**src/rtl/instr_decode_pipe.sv**
```systemverilog
// RV32I decode stage: combinational decode + operand read, registered output with a 2-entry skid.
// Optional writeback bypass into the operand read is enabled by defining DECODE_BYPASS_EN.
module instr_decode_pipe #(
  parameter int XLEN     = 32,
  parameter int NUM_REGS = 32
) (
  input  logic            clk,
  input  logic            reset,
  input  logic            in_valid,
  output logic            in_ready,
  input  logic [31:0]     instr,
  input  logic [XLEN-1:0] pc,
  output logic [4:0]      raddr1,
  output logic [4:0]      raddr2,
  input  logic [XLEN-1:0] rdata1,
  input  logic [XLEN-1:0] rdata2,
  input  logic            wb_en,
  input  logic [4:0]      wb_addr,
  input  logic [XLEN-1:0] wb_data,
  input  logic            flush,
  output logic            out_valid,
  input  logic            out_ready,
  output logic            is_load,
  output logic            is_store,
  output logic            is_branch,
  output logic            is_jump,
  output logic            is_reg,
  output logic            is_alu,
  output logic            illegal,
  output logic [XLEN-1:0] operand_a,
  output logic [XLEN-1:0] operand_b,
  output logic [XLEN-1:0] imm,
  output logic [XLEN-1:0] branch_dest,
  output logic [4:0]      dest,
  output logic [2:0]      func3,
  output logic            func7
);

  typedef struct packed {
    logic            is_load;
    logic            is_store;
    logic            is_branch;
    logic            is_jump;
    logic            is_reg;
    logic            is_alu;
    logic            illegal;
    logic [XLEN-1:0] operand_a;
    logic [XLEN-1:0] operand_b;
    logic [XLEN-1:0] imm;
    logic [XLEN-1:0] branch_dest;
    logic [4:0]      dest;
    logic [2:0]      func3;
    logic            func7;
  } dec_t;

  localparam logic [1:0] S_EMPTY = 2'd0;
  localparam logic [1:0] S_FULL  = 2'd1;
  localparam logic [1:0] S_SKID  = 2'd2;
  localparam logic [5:0] NR      = 6'(NUM_REGS);

  logic [6:0] opc;
  logic [4:0] rs1, rs2, rd;
  logic op_load, op_store, op_branch, op_jal, op_jalr, op_op, op_opimm, op_lui, op_auipc;
  logic use_rs1, use_rs2, use_rd, bad_idx, ill;
  logic [31:0]     imm32;
  logic [XLEN-1:0] imm_x, rv1, rv2;
  dec_t dec, out_q, skid_q;
  logic [1:0] state, state_n;
  logic accept;

  assign opc    = instr[6:0];
  assign rs1    = instr[19:15];
  assign rs2    = instr[24:20];
  assign rd     = instr[11:7];
  assign raddr1 = rs1;
  assign raddr2 = rs2;

  assign op_load   = opc == 7'b0000011;
  assign op_store  = opc == 7'b0100011;
  assign op_branch = opc == 7'b1100011;
  assign op_jal    = opc == 7'b1101111;
  assign op_jalr   = opc == 7'b1100111;
  assign op_op     = opc == 7'b0110011;
  assign op_opimm  = opc == 7'b0010011;
  assign op_lui    = opc == 7'b0110111;
  assign op_auipc  = opc == 7'b0010111;

  assign use_rs1 = op_load | op_store | op_branch | op_jalr | op_op | op_opimm;
  assign use_rs2 = op_store | op_branch | op_op;
  assign use_rd  = op_load | op_jal | op_jalr | op_op | op_opimm | op_lui | op_auipc;
  assign bad_idx = (use_rs1 & ({1'b0, rs1} >= NR)) |
                   (use_rs2 & ({1'b0, rs2} >= NR)) |
                   (use_rd  & ({1'b0, rd}  >= NR));
  assign ill     = ~(use_rd | op_store | op_branch) | (instr[1:0] != 2'b11) | bad_idx;

  always_comb begin
    imm32 = '0;
    if (op_load | op_jalr | op_opimm) imm32 = {{20{instr[31]}}, instr[31:20]};
    else if (op_store)                imm32 = {{20{instr[31]}}, instr[31:25], instr[11:7]};
    else if (op_branch)               imm32 = {{19{instr[31]}}, instr[31], instr[7], instr[30:25], instr[11:8], 1'b0};
    else if (op_lui | op_auipc)       imm32 = {instr[31:12], 12'b0};
    else if (op_jal)                  imm32 = {{11{instr[31]}}, instr[31], instr[19:12], instr[20], instr[30:21], 1'b0};
  end
  assign imm_x = XLEN'($signed(imm32));

`ifdef DECODE_BYPASS_EN
  // Forward a same-cycle writeback so the operand is not stale; x0 is hardwired zero.
  assign rv1 = (rs1 == 5'd0) ? '0 : (wb_en && wb_addr == rs1) ? wb_data : rdata1;
  assign rv2 = (rs2 == 5'd0) ? '0 : (wb_en && wb_addr == rs2) ? wb_data : rdata2;
`else
  logic unused_wb;
  assign unused_wb = ^{wb_en, wb_addr, wb_data};
  assign rv1 = rdata1;
  assign rv2 = rdata2;
`endif

  always_comb begin
    dec             = '0;
    dec.illegal     = ill;
    dec.is_load     = op_load & ~ill;
    dec.is_store    = op_store & ~ill;
    dec.is_branch   = op_branch & ~ill;
    dec.is_jump     = (op_jal | op_jalr) & ~ill;
    dec.is_reg      = use_rs1 & ~ill;
    dec.is_alu      = (op_op | op_opimm | op_lui | op_auipc) & ~ill;
    dec.imm         = imm_x;
    dec.operand_a   = (op_jal | op_auipc) ? pc : op_lui ? '0 : rv1;
    dec.operand_b   = use_rs2 ? rv2 : imm_x;
    dec.branch_dest = (op_branch | op_jal) ? pc + imm_x : '0;
    dec.dest        = (use_rd & ~ill) ? rd : 5'd0;
    dec.func3       = instr[14:12];
    dec.func7       = instr[30];
  end

  assign in_ready  = state != S_SKID;
  assign out_valid = state != S_EMPTY;
  assign accept    = in_valid & in_ready;

  always_comb begin
    state_n = state;
    case (state)
      S_EMPTY: if (accept) state_n = S_FULL;
      S_FULL: begin
        if (accept & ~out_ready)      state_n = S_SKID;
        else if (~accept & out_ready) state_n = S_EMPTY;
      end
      S_SKID:  if (out_ready) state_n = S_FULL;
      default: state_n = S_EMPTY;
    endcase
    if (flush) state_n = S_EMPTY;
  end

  always_ff @(posedge clk or posedge reset) begin
    if (reset) begin
      state  <= S_EMPTY;
      out_q  <= '0;
      skid_q <= '0;
    end else begin
      state <= state_n;
      // Flushed beats leave stale data behind, but out_valid is already low.
      if (!flush) begin
        case (state)
          S_EMPTY: if (accept) out_q <= dec;
          S_FULL: begin
            if (accept & out_ready) out_q  <= dec;
            else if (accept)        skid_q <= dec;
          end
          S_SKID:  if (out_ready) out_q <= skid_q;
          default: ;
        endcase
      end
    end
  end

  assign is_load     = out_q.is_load;
  assign is_store    = out_q.is_store;
  assign is_branch   = out_q.is_branch;
  assign is_jump     = out_q.is_jump;
  assign is_reg      = out_q.is_reg;
  assign is_alu      = out_q.is_alu;
  assign illegal     = out_q.illegal;
  assign operand_a   = out_q.operand_a;
  assign operand_b   = out_q.operand_b;
  assign imm         = out_q.imm;
  assign branch_dest = out_q.branch_dest;
  assign dest        = out_q.dest;
  assign func3       = out_q.func3;
  assign func7       = out_q.func7;

endmodule

```
**config.mk**
```make
export PLATFORM = sky130hd
export DESIGN_NAME = instr_decode_pipe
export DESIGN_NICKNAME = d
export VERILOG_FILES = /design/src/rtl/instr_decode_pipe.sv
export SDC_FILE = /design/constraint.sdc
export NUM_CORES = 1
export LEC_CHECK = 0
export BUFFER_PORTS_ARGS = -buffer_cell sky130_fd_sc_hd__buf_2
export CORE_MARGIN = 4
export CORE_UTILIZATION = 59
export CTS_CLUSTER_DIAMETER = 120
export DETAILED_ROUTE_END_ITERATION = 16
export MAX_ROUTING_LAYER = met4
export PLACE_DENSITY = 0.86
export SETUP_SLACK_MARGIN = 0.1
export SLEW_MARGIN = 40
export SYNTH_ARGS = -nofsm -noshare
export SYNTH_HDL_FRONTEND = slang
export SYNTH_SLANG_ARGS = --single-unit
export TNS_END_PERCENT = 100
```
**constraint.sdc**
```tcl
create_clock -name clk -period 13.31 [get_ports clk]
set_input_delay 1.331 -clock clk [delete_from_list [all_inputs] [get_ports clk]]
set_output_delay 1.331 -clock clk [all_outputs]
set_load 0.03 [all_outputs]
```
==> flow_summary.toml <==
[power]
power_leakage_uw = 0.00893
powerDensity_nw_per_um2 = 149
ir_drop_mv = 0.124

[place]
dp.cells = 2210
place_ws_ns = 7.62
port-buffer-count = 288
gp_congestion = 0.881
hpwl_um = 31400
placed_area_um2 = 16200

[logic_synthesis]
synth-seq-cells = 290
syn_area_per_cell_um2 = 8.57
synth_top_area_cell = "dfrtp_1"
synth_area_leaders = "dfrtp_1, nand2_1, o21ai_0"
synth_cell_types = 64
syn_nets = 1926
yosysMostFrequentCell = "nand2_1"
seq_area_frac_synth_pct = 49.5
yosys_warnings = 0
syn_inst = 1710
synth.top_cell.area_share_pct = 49.5
async_flop_share_pct = 100
synth_edf_count = 0
synthesis.area_um2 = 14700
synth_flop_cell = "dfrtp_1"
yosys-top-cells-count = "nand2_1, dfrtp_1, o21ai_0"

[worst_setup_path]
crit_chain = "buf_2, and4bb_1, and3b_1, or2_1, and2_1, a21oi_1, inv_1, ha_1, a2111oi_2, o21ai_0, o22ai_1, o211ai_2, a41o_1, a311oi_2, xnor2_1, nand3_1, a21oi_1"
crit_buf_inv = 2
critPathTopFamily = "compound AO/OA/AOI/OAI gates"
crit_top_cell = "a21oi_1"
crit_arrival_ns = 5.73
path_max_fanout = 12
start_kind = "input port"
cp_slowest_cell = "a21oi_1"
crit_required_ns = 13.79
end_kind = "flop"
critical_path.max_stage_delay_ns = 0.59
path_class = "in2reg"

[cts]
htree_levels = 1
cts_hold_buf = 0
cts_buffers = 31
clkLatencyLatePin_ns = 0.55
cts_setup_buffers = 0
clockBufferDepth = 3
cts.reportedPaths.clkPinSlew_ns = 0.06
tritoncts = "done"
root_buffer = "clkbuf_16"
cts-resized-gates = 0
cts.sinks = 290

[floorplanning]
io_pins = 327
dieHeight_um = 166
die-area_um2 = 27400
std_cell_rows = 57
core_um2 = 24400
die_w_um = 166
start_util_pct = 60.1

[global_route]
grtUsageTotal_pct = 31.8
grt_overflow = 0
grt_pass1_vias = 12800
grt_start_max_net_pins = 143
grt_pass1_wl_um = 69400
antenna_found_initial = 4

[sta]
drv_slew = 0
setup_tns_ns = 0
grt_setup_unrepaired = "no"
final.min_clock_period_ns = 5.26
period_share_pct = 39.5
setup-violations-final = 0
skew_ns = 0.0153
slew-limit-headroom_pct = 44.3
worst_slack_ns = 8.05
worst_pin_slew_ns = 0.834
hold_violations = 0
clock.fmax_mhz = 190

[detailed_routing]
drtIter0Drc = 1458
drc = 0
ant_nets = 0
firstDrtPassIters = 6
wl_um = 44200
viasPerCell = 5.88
detail_route.wl_per_cell_um = 19.5
via_count = 13300

[status]
outcome = "completed"

[layout]
top_register = "skid_q"
syn_to_final_growth_pct = 17.0
largest_reg_flops = 144
layout.cells.non_filler = 2269
drive_gt1_share_pct = 19.5
fin_area_um2 = 17200
fin_nets = 2136

[job]
maxCapViolations = 0

[hold_path]
hold_path_class = "reg2reg"
==> per-stage QoR <==
stage | util [%] | power, µW | hold WS [ns]
6_report | 70.3 | 2550 | 0.472
5_1_grt | 70.3 | 2670 | 0.491
4_1_cts | 70.1 | 2560 | 0.471
3_5_place_dp | 66.2 | 1740 | 0.458
3_3_place_gp | 66.2 | 1710 | 0.451
2_1_floorplan | - | 1530 | 0.440
==> kinds of logic after synthesis <==
kind of cell    count (synthesis)  synth area share, %
compound gates                553                 21.5
xor+xnor                       30                 1.79
flops                         290                 49.5
mux                            32                 2.24
fa+ha+maj                      45                 3.89
simple gates                  591                 16.4
buf+inv                       169                 4.65
==> layout by cell type (no fill, tap or decap), types with 3 or more instances in the layout <==
cell type and instances:
nand2_1 370, dfrtp_1 290, buf_2 288, o21ai_0 257, a21oi_1 162, nor2_1 148
ha_1 43, a22oi_1 42, inv_1 41, clkbuf_16 31, mux2i_1 26, xor2_1 18
and2_1 18, o31ai_1 15, xnor2_1 12, a22o_1 9, clkinv_2 9, buf_4 9
a21o_1 8, nand3_1 8, and3_1 8, a221oi_1 7, o21a_1 7, nor3_1 7
a31oi_1 6, o21ai_1 6, mux2_2 6, clkbuf_1 6, diode_2 5, o211ai_1 5
buf_6 5, or3_1 4, nand4_1 4, nor2b_1 4, clkbuf_8 4, a31o_2 3
o21bai_1 3, or2_2 3
==> per-layer routing <==
| metal | share of wire (%) | track usage (%) | vias to the layer above |
|---|---|---|---|
| met1 | 41 | 43.4 | 6329 |
| li1 | - | - | 6264 |
| met2 | 46 | 49.1 | 659 |
| met5 | 0 | - | - |
| met4 | 3.1 | 9.11 | 0 |
| met3 | 9.7 | 6.55 | 94 |
==> where the power goes <==
group / leakage (µW) / internal [µW] / switching [µW]
logic: 0.00456 / 172 / 431
clock network: 0.000477 / 467 / 359
registers: 0.00390 / 1040 / 87.2
total: 0.00893 / 1680 / 877
==> final timing paths <==
kind,start,end,slack (ns),cells past startpoint
min,operand_a[2]$_DFFE_PP0P_,operand_a[2]$_DFFE_PP0P_,0.47,2
max,instr[2],branch_dest[26]$_DFFE_PP0P_,8.05,17
min reg2reg,operand_a[2]$_DFFE_PP0P_,operand_a[2]$_DFFE_PP0P_,0.47,2
min in group asynchronous,reset,dest[4]$_DFFE_PP0P_,0.91,2
max in group asynchronous,reset,operand_a[8]$_DFFE_PP0P_,11.19,3
max reg2reg,state[0]$_DFFE_PP0P_,imm[3]$_DFFE_PP0P_,8.36,11
==> area by class of cell <==
cell class              instances  area, µm²
flip-flops and latches        290       7260
repair buffers                303       1590
diodes                          5       12.5
well taps                     324        405
clock buffers                  41        853
fillers                      1967       7240
multi-input cells            1251       6760
inverters                      43        174
clock inverters                12       95.1
==> worst register-to-register path, stage by stage, from the launching register on <==
cell	delay [ns]
dfrtp_1	0.42
inv_1	0.14
ha_4	0.61
inv_2	0.57
nand2_1	0.33
inv_1	0.11
ha_1	0.20
nor2b_1	0.18
or4_4	0.62
buf_4	0.70
buf_6	0.64
o21ai_0	0.27
Power figures use the tool's default switching activity.
